===== config.mk =====
export PLATFORM = sky130hd
export DESIGN_NAME = npc_fetch_decode_exec
export DESIGN_NICKNAME = d
export VERILOG_FILES = /design/src/rtl/npc_fetch_decode_exec.sv
export SDC_FILE = /design/constraint.sdc
export NUM_CORES = 1
export LEC_CHECK = 0
export BUFFER_PORTS_ARGS = -buffer_cell sky130_fd_sc_hd__clkbuf_2
export CAP_MARGIN = 20
export CELL_PAD_IN_SITES_DETAIL_PLACEMENT = 1
export CELL_PAD_IN_SITES_GLOBAL_PLACEMENT = 1
export CORE_AREA = 2 2 276 169
export CTS_CLUSTER_DIAMETER = 120
export DETAILED_ROUTE_END_ITERATION = 7
export DIE_AREA = 0 0 278 171
export PLACE_DENSITY_LB_ADDON = 0.1
export SLEW_MARGIN = 15
export SYNTH_ARGS = -nofsm -noshare
export SYNTH_HDL_FRONTEND = slang
export SYNTH_SLANG_ARGS = --single-unit
export TNS_END_PERCENT = 1

===== constraint.sdc =====
create_clock -name clk -period 19.5 [get_ports clk]
set_input_delay 2.925 -clock clk [delete_from_list [all_inputs] [get_ports clk]]
set_output_delay 2.925 -clock clk [all_outputs]
set_load 0.01 [all_outputs]

===== src/rtl/npc_fetch_decode_exec.sv =====
`default_nettype none
// ============================================================================
// Module   : npc_fetch_decode_exec
// Purpose  : Single-cycle RV32I fetch/decode/ALU slice of the NPC core.
//            Builds the immediate and decodes the instruction. Runs the ALU
//            and selects the write-back value and the next PC. PC, register
//            file and data memory are held by the parent.
// Ports    : clk, rst        - clock and synchronous active-high reset
//            pc              - current PC from the parent
//            imem_addr/rdata - instruction fetch (same-cycle read)
//            inst            - fetched instruction
//            rs1/rs2/rd      - register indices; src1/src2 read data back
//            reg_wen/wdata   - register write-back
//            mem_*           - data memory strobes, address, data, size
//            npc             - next PC
//            illegal         - unrecognised encoding
//            halt            - ebreak seen (sticky until rst)
// Revision : 1.0 - initial release
// ============================================================================
module npc_fetch_decode_exec (
  input  logic        clk,
  input  logic        rst,
  input  logic [31:0] pc,
  output logic [31:0] imem_addr,
  input  logic [31:0] imem_rdata,
  output logic [31:0] inst,
  output logic [4:0]  rs1,
  output logic [4:0]  rs2,
  output logic [4:0]  rd,
  input  logic [31:0] src1,
  input  logic [31:0] src2,
  output logic        reg_wen,
  output logic [31:0] reg_wdata,
  output logic        mem_ren,
  output logic        mem_wen,
  output logic [31:0] mem_addr,
  output logic [31:0] mem_wdata,
  output logic [1:0]  mem_len,
  input  logic [31:0] mem_rdata,
  output logic [31:0] npc,
  output logic        illegal,
  output logic        halt
);

  localparam logic [6:0] OPC_LUI    = 7'b0110111;
  localparam logic [6:0] OPC_AUIPC  = 7'b0010111;
  localparam logic [6:0] OPC_JAL    = 7'b1101111;
  localparam logic [6:0] OPC_JALR   = 7'b1100111;
  localparam logic [6:0] OPC_BRANCH = 7'b1100011;
  localparam logic [6:0] OPC_LOAD   = 7'b0000011;
  localparam logic [6:0] OPC_STORE  = 7'b0100011;
  localparam logic [6:0] OPC_OPIMM  = 7'b0010011;
  localparam logic [6:0] OPC_OP     = 7'b0110011;
  localparam logic [6:0] OPC_FENCE  = 7'b0001111;
  localparam logic [6:0] OPC_SYSTEM = 7'b1110011;

  localparam logic [31:0] INST_ECALL  = 32'h0000_0073;
  localparam logic [31:0] INST_EBREAK = 32'h0010_0073;

  localparam logic [4:0] ALU_ADD  = 5'd0;
  localparam logic [4:0] ALU_SUB  = 5'd1;
  localparam logic [4:0] ALU_SLL  = 5'd2;
  localparam logic [4:0] ALU_SLT  = 5'd3;
  localparam logic [4:0] ALU_SLTU = 5'd4;
  localparam logic [4:0] ALU_XOR  = 5'd5;
  localparam logic [4:0] ALU_SRL  = 5'd6;
  localparam logic [4:0] ALU_SRA  = 5'd7;
  localparam logic [4:0] ALU_OR   = 5'd8;
  localparam logic [4:0] ALU_AND  = 5'd9;
  localparam logic [4:0] ALU_EQ   = 5'd10;
  localparam logic [4:0] ALU_NE   = 5'd11;
  localparam logic [4:0] ALU_GE   = 5'd12;
  localparam logic [4:0] ALU_GEU  = 5'd13;

  typedef enum logic [1:0] {A1_SRC1, A1_PC, A1_ZERO} a1_sel_t;
  typedef enum logic [1:0] {A2_SRC2, A2_IMM, A2_FOUR} a2_sel_t;

  logic [6:0]  opcode;
  logic [2:0]  funct3;
  logic [6:0]  funct7;
  logic [31:0] imm_i, imm_s, imm_b, imm_u, imm_j, imm;
  logic [4:0]  alu_op;
  a1_sel_t     a1_sel;
  a2_sel_t     a2_sel;
  logic        legal, wb_en, is_load, is_store, is_branch, is_jal, is_jalr;
  logic        is_ebreak, halt_q, zero;
  logic [31:0] op1, op2, alu_result, load_data, pc_plus4, pc_plus_imm, jalr_sum;

  assign imem_addr = pc;
  assign inst      = imem_rdata;
  assign opcode    = inst[6:0];
  assign funct3    = inst[14:12];
  assign funct7    = inst[31:25];
  assign rs1       = (opcode == OPC_LUI) ? 5'd0 : inst[19:15];
  assign rs2       = inst[24:20];
  assign rd        = inst[11:7];

  assign imm_i = {{20{inst[31]}}, inst[31:20]};
  assign imm_s = {{20{inst[31]}}, inst[31:25], inst[11:7]};
  assign imm_b = {{19{inst[31]}}, inst[31], inst[7], inst[30:25], inst[11:8], 1'b0};
  assign imm_u = {inst[31:12], 12'b0};
  assign imm_j = {{11{inst[31]}}, inst[31], inst[19:12], inst[20], inst[30:21], 1'b0};

  always_comb begin
    imm       = 32'd0;
    alu_op    = ALU_ADD;
    a1_sel    = A1_SRC1;
    a2_sel    = A2_SRC2;
    legal     = 1'b0;
    wb_en     = 1'b0;
    is_load   = 1'b0;
    is_store  = 1'b0;
    is_branch = 1'b0;
    is_jal    = 1'b0;
    is_jalr   = 1'b0;
    is_ebreak = 1'b0;
    case (opcode)
      OPC_LUI: begin
        legal = 1'b1; imm = imm_u; a1_sel = A1_ZERO; a2_sel = A2_IMM; wb_en = 1'b1;
      end
      OPC_AUIPC: begin
        legal = 1'b1; imm = imm_u; a1_sel = A1_PC; a2_sel = A2_IMM; wb_en = 1'b1;
      end
      OPC_JAL: begin
        legal = 1'b1; imm = imm_j; a1_sel = A1_PC; a2_sel = A2_FOUR; wb_en = 1'b1;
        is_jal = 1'b1;
      end
      OPC_JALR: begin
        legal = (funct3 == 3'b000); imm = imm_i; a1_sel = A1_PC; a2_sel = A2_FOUR;
        wb_en = 1'b1; is_jalr = 1'b1;
      end
      OPC_BRANCH: begin
        imm = imm_b; is_branch = 1'b1; legal = 1'b1;
        case (funct3)
          3'b000:  alu_op = ALU_EQ;
          3'b001:  alu_op = ALU_NE;
          3'b100:  alu_op = ALU_SLT;
          3'b101:  alu_op = ALU_GE;
          3'b110:  alu_op = ALU_SLTU;
          3'b111:  alu_op = ALU_GEU;
          default: legal = 1'b0;
        endcase
      end
      OPC_LOAD: begin
        imm = imm_i; a2_sel = A2_IMM; is_load = 1'b1; wb_en = 1'b1;
        legal = (funct3 == 3'b000) || (funct3 == 3'b001) || (funct3 == 3'b010) ||
                (funct3 == 3'b100) || (funct3 == 3'b101);
      end
      OPC_STORE: begin
        imm = imm_s; a2_sel = A2_IMM; is_store = 1'b1;
        legal = (funct3 == 3'b000) || (funct3 == 3'b001) || (funct3 == 3'b010);
      end
      OPC_OPIMM: begin
        imm = imm_i; a2_sel = A2_IMM; wb_en = 1'b1; legal = 1'b1;
        case (funct3)
          3'b000: alu_op = ALU_ADD;
          3'b001: begin alu_op = ALU_SLL; legal = (funct7 == 7'b0000000); end
          3'b010: alu_op = ALU_SLT;
          3'b011: alu_op = ALU_SLTU;
          3'b100: alu_op = ALU_XOR;
          3'b101: begin
            alu_op = funct7[5] ? ALU_SRA : ALU_SRL;
            legal  = (funct7 == 7'b0000000) || (funct7 == 7'b0100000);
          end
          3'b110: alu_op = ALU_OR;
          default: alu_op = ALU_AND;
        endcase
      end
      OPC_OP: begin
        wb_en = 1'b1;
        if (funct7 == 7'b0000000) begin
          legal = 1'b1;
          case (funct3)
            3'b000:  alu_op = ALU_ADD;
            3'b001:  alu_op = ALU_SLL;
            3'b010:  alu_op = ALU_SLT;
            3'b011:  alu_op = ALU_SLTU;
            3'b100:  alu_op = ALU_XOR;
            3'b101:  alu_op = ALU_SRL;
            3'b110:  alu_op = ALU_OR;
            default: alu_op = ALU_AND;
          endcase
        end else if (funct7 == 7'b0100000) begin
          if (funct3 == 3'b000) begin legal = 1'b1; alu_op = ALU_SUB; end
          if (funct3 == 3'b101) begin legal = 1'b1; alu_op = ALU_SRA; end
        end
      end
      OPC_FENCE:  legal = (funct3 == 3'b000);
      OPC_SYSTEM: begin
        legal     = (inst == INST_ECALL) || (inst == INST_EBREAK);
        is_ebreak = (inst == INST_EBREAK);
      end
      default: legal = 1'b0;
    endcase
  end

  always_comb begin
    case (a1_sel)
      A1_PC:   op1 = pc;
      A1_ZERO: op1 = 32'd0;
      default: op1 = src1;
    endcase
    case (a2_sel)
      A2_IMM:  op2 = imm;
      A2_FOUR: op2 = 32'd4;
      default: op2 = src2;
    endcase
  end

  always_comb begin
    case (alu_op)
      ALU_ADD:  alu_result = op1 + op2;
      ALU_SUB:  alu_result = op1 - op2;
      ALU_SLL:  alu_result = op1 << op2[4:0];
      ALU_SLT:  alu_result = {31'd0, $signed(op1) < $signed(op2)};
      ALU_SLTU: alu_result = {31'd0, op1 < op2};
      ALU_XOR:  alu_result = op1 ^ op2;
      ALU_SRL:  alu_result = op1 >> op2[4:0];
      ALU_SRA:  alu_result = 32'($signed(op1) >>> op2[4:0]);
      ALU_OR:   alu_result = op1 | op2;
      ALU_AND:  alu_result = op1 & op2;
      ALU_EQ:   alu_result = {31'd0, op1 == op2};
      ALU_NE:   alu_result = {31'd0, op1 != op2};
      ALU_GE:   alu_result = {31'd0, $signed(op1) >= $signed(op2)};
      ALU_GEU:  alu_result = {31'd0, op1 >= op2};
      default:  alu_result = 32'd0;
    endcase
  end

  assign zero        = (alu_result == 32'd0);
  assign pc_plus4    = pc + 32'd4;
  assign pc_plus_imm = pc + imm;
  // JALR uses its own adder because the ALU is busy producing the link value.
  assign jalr_sum    = src1 + imm;

  always_comb begin
    if (!legal)         npc = pc_plus4;
    else if (is_jal)    npc = pc_plus_imm;
    else if (is_jalr)   npc = {jalr_sum[31:1], 1'b0};
    // Branch ALU ops return 1 when the condition holds, so zero means fall through.
    else if (is_branch) npc = zero ? pc_plus4 : pc_plus_imm;
    else                npc = pc_plus4;
  end

  always_comb begin
    case (funct3)
      3'b000:  load_data = {{24{mem_rdata[7]}}, mem_rdata[7:0]};
      3'b001:  load_data = {{16{mem_rdata[15]}}, mem_rdata[15:0]};
      3'b100:  load_data = {24'd0, mem_rdata[7:0]};
      3'b101:  load_data = {16'd0, mem_rdata[15:0]};
      default: load_data = mem_rdata;
    endcase
  end

  assign reg_wdata = is_load ? load_data : alu_result;
  assign reg_wen   = legal & wb_en & ~halt_q;
  assign mem_ren   = legal & is_load;
  assign mem_wen   = legal & is_store & ~halt_q;
  assign mem_addr  = src1 + imm;
  assign mem_wdata = src2;
  assign mem_len   = funct3[1:0];
  assign illegal   = ~legal;
  assign halt      = halt_q | is_ebreak;

  always_ff @(posedge clk) begin
    if (rst)            halt_q <= 1'b0;
    else if (is_ebreak) halt_q <= 1'b1;
  end

endmodule
`default_nettype wire


==> results of run 1 <==
## metal layers
metal | global-route usage, % | share of wire [%] | up-vias
met5 | 5.744 | 0.29 | -
met4 | 13.80 | 3.9 | 8
met3 | 30.12 | 19 | 359
met2 | 64.87 | 35 | 2377
met1 | 68.86 | 41 | 12680
li1 | - | - | 10390
## synth_stat cells (18+ instances only)
master / number / area share (%)
xor2_1: 38 / 1.9
nand3_1: 85 / 2.4
inv_1: 111 / 2.4
buf_2: 39 / 1.1
nand2b_1: 29 / 1.0
a22oi_1: 39 / 1.7
a31oi_1: 33 / 1.2
a21oi_1: 259 / 7.4
nor2b_1: 31 / 1.1
buf_4: 130 / 5.6
and3_1: 20 / 0.72
o31ai_1: 18 / 0.78
nor3_1: 68 / 2.0
a21o_1: 56 / 2.4
a221oi_1: 30 / 1.5
nor2_1: 269 / 5.8
and2_1: 21 / 0.75
nand4_1: 20 / 0.72
xnor2_1: 71 / 3.6
nand2_1: 287 / 6.2
clkbuf_1: 94 / 2.0
or3_1: 22 / 0.79
nor4_1: 26 / 0.93
o221ai_1: 19 / 0.95
mux2i_1: 75 / 4.3
a22o_1: 41 / 2.1
a211oi_1: 48 / 2.1
ha_1: 162 / 12
o21a_1: 38 / 1.6
o22ai_1: 36 / 1.3
o21ai_0: 134 / 3.8
o211ai_1: 38 / 1.6
## worst min-delay path, delay by kind of cell, from the launching register on
kind / cells / cell delay [ns]
compound gates: 1 / 0.12
simple gates: 1 / 0.13
flops: 1 / 0.38
## path summary, 6_finish.rpt
| path | start | end | cells past startpoint |
|---|---|---|---|
| max | imem_rdata[3] | npc[11] | 33 |
| min reg2reg | halt_q | halt_q | 2 |
| max reg2reg | halt_q | halt_q | 2 |
| min | halt_q | halt_q | 2 |
## kinds of logic after synthesis
family / Yosys count / share of synthesized area (%)
compound gates: 998 / 39.66
xor+xnor: 109 / 5.478
simple gates: 956 / 26.15
flops: 1 / 0.1149
buf+inv: 393 / 11.59
fa+ha+maj: 164 / 11.80
mux: 87 / 5.212
## layout make-up
class | count | area, sq um | area share [%]
Timing Repair Buffer | 448 | 2420 | 12.66
Antenna cell | 3 | 7.507 | 0.03929
Sequential cell | 1 | 20.02 | 0.1048
Inverter | 117 | 439.2 | 2.298
Multi-Input combinational cell | 2314 | 15470 | 80.98
Tap cell | 598 | 748.2 | 3.916
## per-stage QoR
stage	total power, uW	util [%]	hold slack, ns	cell area, sq um	instances
2_1_floorplan	358.1	-	0.6174	17430	2708
3_3_place_gp	604.2	42.03	0.6907	19090	3476
5_1_grt	677.5	42.07	0.7002	19100	3479
4_1_cts	615.5	42.05	0.6871	19100	3478
6_report	668.1	42.08	0.6853	19110	3481
3_5_place_dp	612.8	42.05	0.6865	19100	3478
## power groups by stage
stage	Sequential, uW	Clock (uW)	Combinational [uW]
5_1_grt	2.09	0.00000670	675
3_3_place_gp	2.09	0	602
2_1_floorplan	2.09	0	356
6_report	2.09	0.00000478	666
3_5_place_dp	2.09	0	611
4_1_cts	2.09	0	613
==> out/summary.txt, run 1 <==
Status -> complete, but fails checks
Violated checks -> DRC
First-pass DRT Iterations -> 8
Slowest cell on the critical path -> nor4_1
Primary FF master, synth -> dfxtp_1
Largest net degree at the start of global routing -> 72
DIE HEIGHT -> 171 microns
Max cap viols -> 0
Drt wl/cell -> 36.35 microns
Post-CTS Setup Inserts -> 0
# IOs -> 376
Cell leakage power -> 0.008654 uW
Register area share after synthesis -> 0.1149%
Final slew viol count -> 0
Syn Inst Count -> 2708
Largest register FFs -> 1
Buf/Inv on CP -> 8
Setup Skew -> 0 ns
Power density cells -> 34.96 mW/mm^2
Clock Latency Late Sink -> 0 ns
Initial Util -> 38.38%
Clk pwr share -> 0%
Vias in the first global route -> 23680
Worst-path clk slew -> 0 ns
Most flops, register -> halt_q
Residual DRC -> 11
Sequential share of power -> 0.3%
Crit end category -> primary output
Worst setup SP type -> input pin
Worst-margin pin slew -> 1.417 ns
Drt initial violations -> 4495
Async SR Flop Fraction -> 0%
# rows -> 61
Commonest cells after routing, fill and taps aside -> clkbuf_2 (375), nand2_1 (287), nor2_1 (268), a21oi_1 (259), ha_1 (161)
Net Sw Frac -> 70.74%
Final Hold Viols -> 0
Die X-Extent -> 278 microns
Vias post-DR -> 25810
RSZ-0062 raised after global routing -> no
Initial antenna violation count -> 3
Core Area -> 0.04541 sq mm
Die area -> 0.04754 sq mm
Maximum VDD drop -> 0.00001915 V
P&R area growth vs syn -> 9.642%
Port bufs -> 375
First-pass GRT wire length -> 176700 microns
Nets@finish -> 3207
Post-cts sizing count -> 0
Commonest non-fill, non-tap cell in the layout -> clkbuf_2
Worst-path maximum fanout -> 39
Critical path class -> in2out
Flops & latches, synth -> 1
Setup TNS -> 0 ns
Ys Warns -> 0
# fillers -> 6143
Crit-path leading delay family -> simple AND/OR/NAND/NOR gates
Post-Syn Area -> 0.01743 sq mm
Max Fclk -> 58.63 MHz
Hold WC Path Type -> reg2reg
Ratio of cells with drive above 1 in the final layout -> 18.44%
Cts hold-fix bufs -> 0
Post-synth EDFFs -> 0
Yosys cell types -> 112
Period Utilization, post-route -> 87.47%
Worst R2R Setup Slack -> 18.75 ns
Grt ovf -> 0
Slew Limit Headroom -> 5.529%
Comb power frac -> 99.7%
Routed WL -> 126500 microns
Total GRT Usage -> 50.71%
CP Data Required Time -> 16.57 ns
Net Count, Synth -> 3033
Biggest registers after layout -> halt_q x1
Setup WS pre-CTS -> 3.455 ns
Critical Path Max Stage Delay -> 1.05 ns
Routed vias/inst -> 7.416
Pint -> 195.5 uW
Post-DRT Antenna Nets -> 0
GP Congestion -> 1.162
Switch Pwr -> 472.6 uW
Post-Syn Area per Cell -> 6.436 sq um
Worst EP arrival -> 14.13 ns
Setup violations, final -> 0
Final WS setup -> 2.443 ns
Final min period -> 17.06 ns
Most used cell along the critical path -> buf_4
Detailed placer's ending HPWL -> 103900 microns
Note: power is estimated with default switching activity, not from simulation.
==> run 2: changes to the inputs <==
--- a/config.mk
+++ b/config.mk
@@ -13,7 +13,8 @@
 export CTS_CLUSTER_DIAMETER = 120
 export DETAILED_ROUTE_END_ITERATION = 7
 export DIE_AREA = 0 0 278 171
-export PLACE_DENSITY_LB_ADDON = 0.1
+export PLACE_DENSITY = 0.8
+export REMOVE_ABC_BUFFERS = 1
 export SLEW_MARGIN = 15
 export SYNTH_ARGS = -nofsm -noshare
 export SYNTH_HDL_FRONTEND = slang
==> out/summary.txt, run 2 (same netlist as run 1, synthesis figures left out) <==
Crit end category -> primary output (unchanged)
Vias post-DR -> 25250 (was 25810)
Residual DRC -> 0 (was 11)
Reg2reg path depth -> 2 (unchanged)
Die area -> 0.04754 sq mm (unchanged)
Setup violations, final -> 0 (unchanged)
Critical Path Max Stage Delay -> 0.81 ns (was 1.05 ns)
Setup Skew -> 0 ns (unchanged)
WP depth -> 28 (was 33)
Detailed placer's ending HPWL -> 100500 microns (was 103900 microns)
Design area -> 0.01920 sq mm (was 0.01911 sq mm)
P&R area growth vs syn -> 10.17% (was 9.642%)
Cell leakage power -> 0.008707 uW (was 0.008654 uW)
Max cap viols -> 0 (unchanged)
Setup WS pre-CTS -> 3.710 ns (was 3.455 ns)
CP Data Required Time -> 16.57 ns (about the same)
# fillers -> 6138 (was 6143)
Grt ovf -> 0 (unchanged)
Post-DRT Antenna Nets -> 0 (unchanged)
Buf/Inv on CP -> 5 (was 8)
Worst setup SP type -> input pin (unchanged)
Die X-Extent -> 278 microns (unchanged)
DIE HEIGHT -> 171 microns (unchanged)
Drt initial violations -> 3988 (was 4495)
First-pass GRT wire length -> 171900 microns (was 176700 microns)
Area after DPL -> 0.01916 sq mm (was 0.01910 sq mm)
Hold path cells -> 2 (unchanged)
Slew Limit Headroom -> 5.646% (was 5.529%)
Worst EP arrival -> 13.57 ns (was 14.13 ns)
Critical path class -> in2out (unchanged)
Status -> complete, no violations (was complete, but fails checks)
Hold WC Path Type -> reg2reg (unchanged)
Most used cell along the critical path -> o32ai_1 (was buf_4)
Slowest cell on the critical path -> or4_1 (was nor4_1)
Power density cells -> 33.71 mW/mm^2 (was 34.96 mW/mm^2)
Period Utilization, post-route -> 84.58% (was 87.47%)
Most flops, register -> halt_q (unchanged)
Initial Util -> 38.38% (unchanged)
Largest register FFs -> 1 (unchanged)
First-pass DRT Iterations -> 8 (unchanged)
GP Congestion -> 1.166 (was 1.162)
Max Fclk -> 60.63 MHz (was 58.63 MHz)
Post-cts sizing count -> 0 (unchanged)
Worst-margin pin slew -> 1.415 ns (was 1.417 ns)
Worst-path maximum fanout -> 36 (was 39)
Drt wl/cell -> 35.14 microns (was 36.35 microns)
Worst-path clk slew -> 0 ns (about the same)
Total GRT Usage -> 48.95% (was 50.71%)
Routed WL -> 122600 microns (was 126500 microns)
Crit-path leading delay family -> compound AO/OA/AOI/OAI gates (was simple AND/OR/NAND/NOR gates)
Initial antenna violation count -> 8 (was 3)
Final min period -> 16.49 ns (was 17.06 ns)
Final slew viol count -> 0 (unchanged)
RSZ-0062 raised after global routing -> no (unchanged)
Worst R2R Setup Slack -> 18.78 ns (was 18.75 ns)
Final Util -> 42.28% (was 42.08%)
Nets@finish -> 3217 (was 3207)
Final WS setup -> 3.007 ns (was 2.443 ns)
Final Hold Viols -> 0 (unchanged)
Post-CTS Setup Inserts -> 0 (unchanged)
Largest net degree at the start of global routing -> 57 (was 72)
Maximum VDD drop -> 0.00001611 V (was 0.00001915 V)
# rows -> 61 (unchanged)
Clock Latency Late Sink -> 0 ns (about the same)
Core Area -> 0.04541 sq mm (unchanged)
Biggest registers after layout -> halt_q x1 (unchanged)
Commonest non-fill, non-tap cell in the layout -> clkbuf_2 (unchanged)
# IOs -> 376 (unchanged)
Vias in the first global route -> 23480 (was 23680)
Routed vias/inst -> 7.236 (was 7.416)
Commonest cells after routing, fill and taps aside -> clkbuf_2 (376), nand2_1 (287), nor2_1 (267), a21oi_1 (259), ha_1 (161) (was clkbuf_2 (375), nand2_1 (287), nor2_1 (268), a21oi_1 (259), ha_1 (161))
Ratio of cells with drive above 1 in the final layout -> 18.82% (was 18.44%)
Setup TNS -> 0 ns (unchanged)
Port bufs -> 375 (unchanged)
Cts hold-fix bufs -> 0 (unchanged)
## run 2: cell count changes in the layout (fill, tap and decap cells not counted), sizes merged
cell	change
diode	-1
clkbuf	+2
buf	+8
## run 2: worst register-to-register path: stages (launching register included)
cell,delay (ns)
dfxtp_1,0.31
a21o_1,0.17
nor2b_1,0.12
## run 2: final timing paths
kind | from | to
worst max-delay path | imem_rdata[3] | npc[2]
worst min-delay path | halt_q | halt_q
worst max register to register | halt_q | halt_q
worst min register to register | halt_q | halt_q
## run 2: stage by stage
stage / instances / power, uW / hold WS (ns)
2_1_floorplan: 2432 / 324.4 / 0.6174
3_3_place_gp: 3483 / 591.1 / 0.6233
3_5_place_dp: 3483 / 599.7 / 0.6302
4_1_cts: 3483 / 603.1 / 0.6302
5_1_grt: 3488 / 663.2 / 0.6631
6_report: 3490 / 647.3 / 0.6327
## run 2: layout make-up
cell class	instances	area (sq um)	area share (%)
diodes	2	5.005	0.02607
inverters	117	439.2	2.287
multi-input cells	2314	15490	80.65
flip-flops and latches	1	20.02	0.1043
well taps	598	748.2	3.897
repair buffers	458	2502	13.03
## run 2: layer usage
layer  GRT usage, %  vias to the layer above  wire, microns
li1               -                    10400              -
met1          66.09                    12420          51280
met2          66.99                     2072          45940
met3          24.83                      355          20500
met4          13.56                       12           4709
met5              0                        -            212
## run 2: report_power, final
group	total [uW]	leakage (uW)	internal (uW)	switching, uW
Combinational	645	0.00870	196	449
Clock	0.000000838	0.0000000185	0.000000819	0
Sequential	2.09	0.00000805	2.09	0.00000000115
Total	647	0.00871	198	449
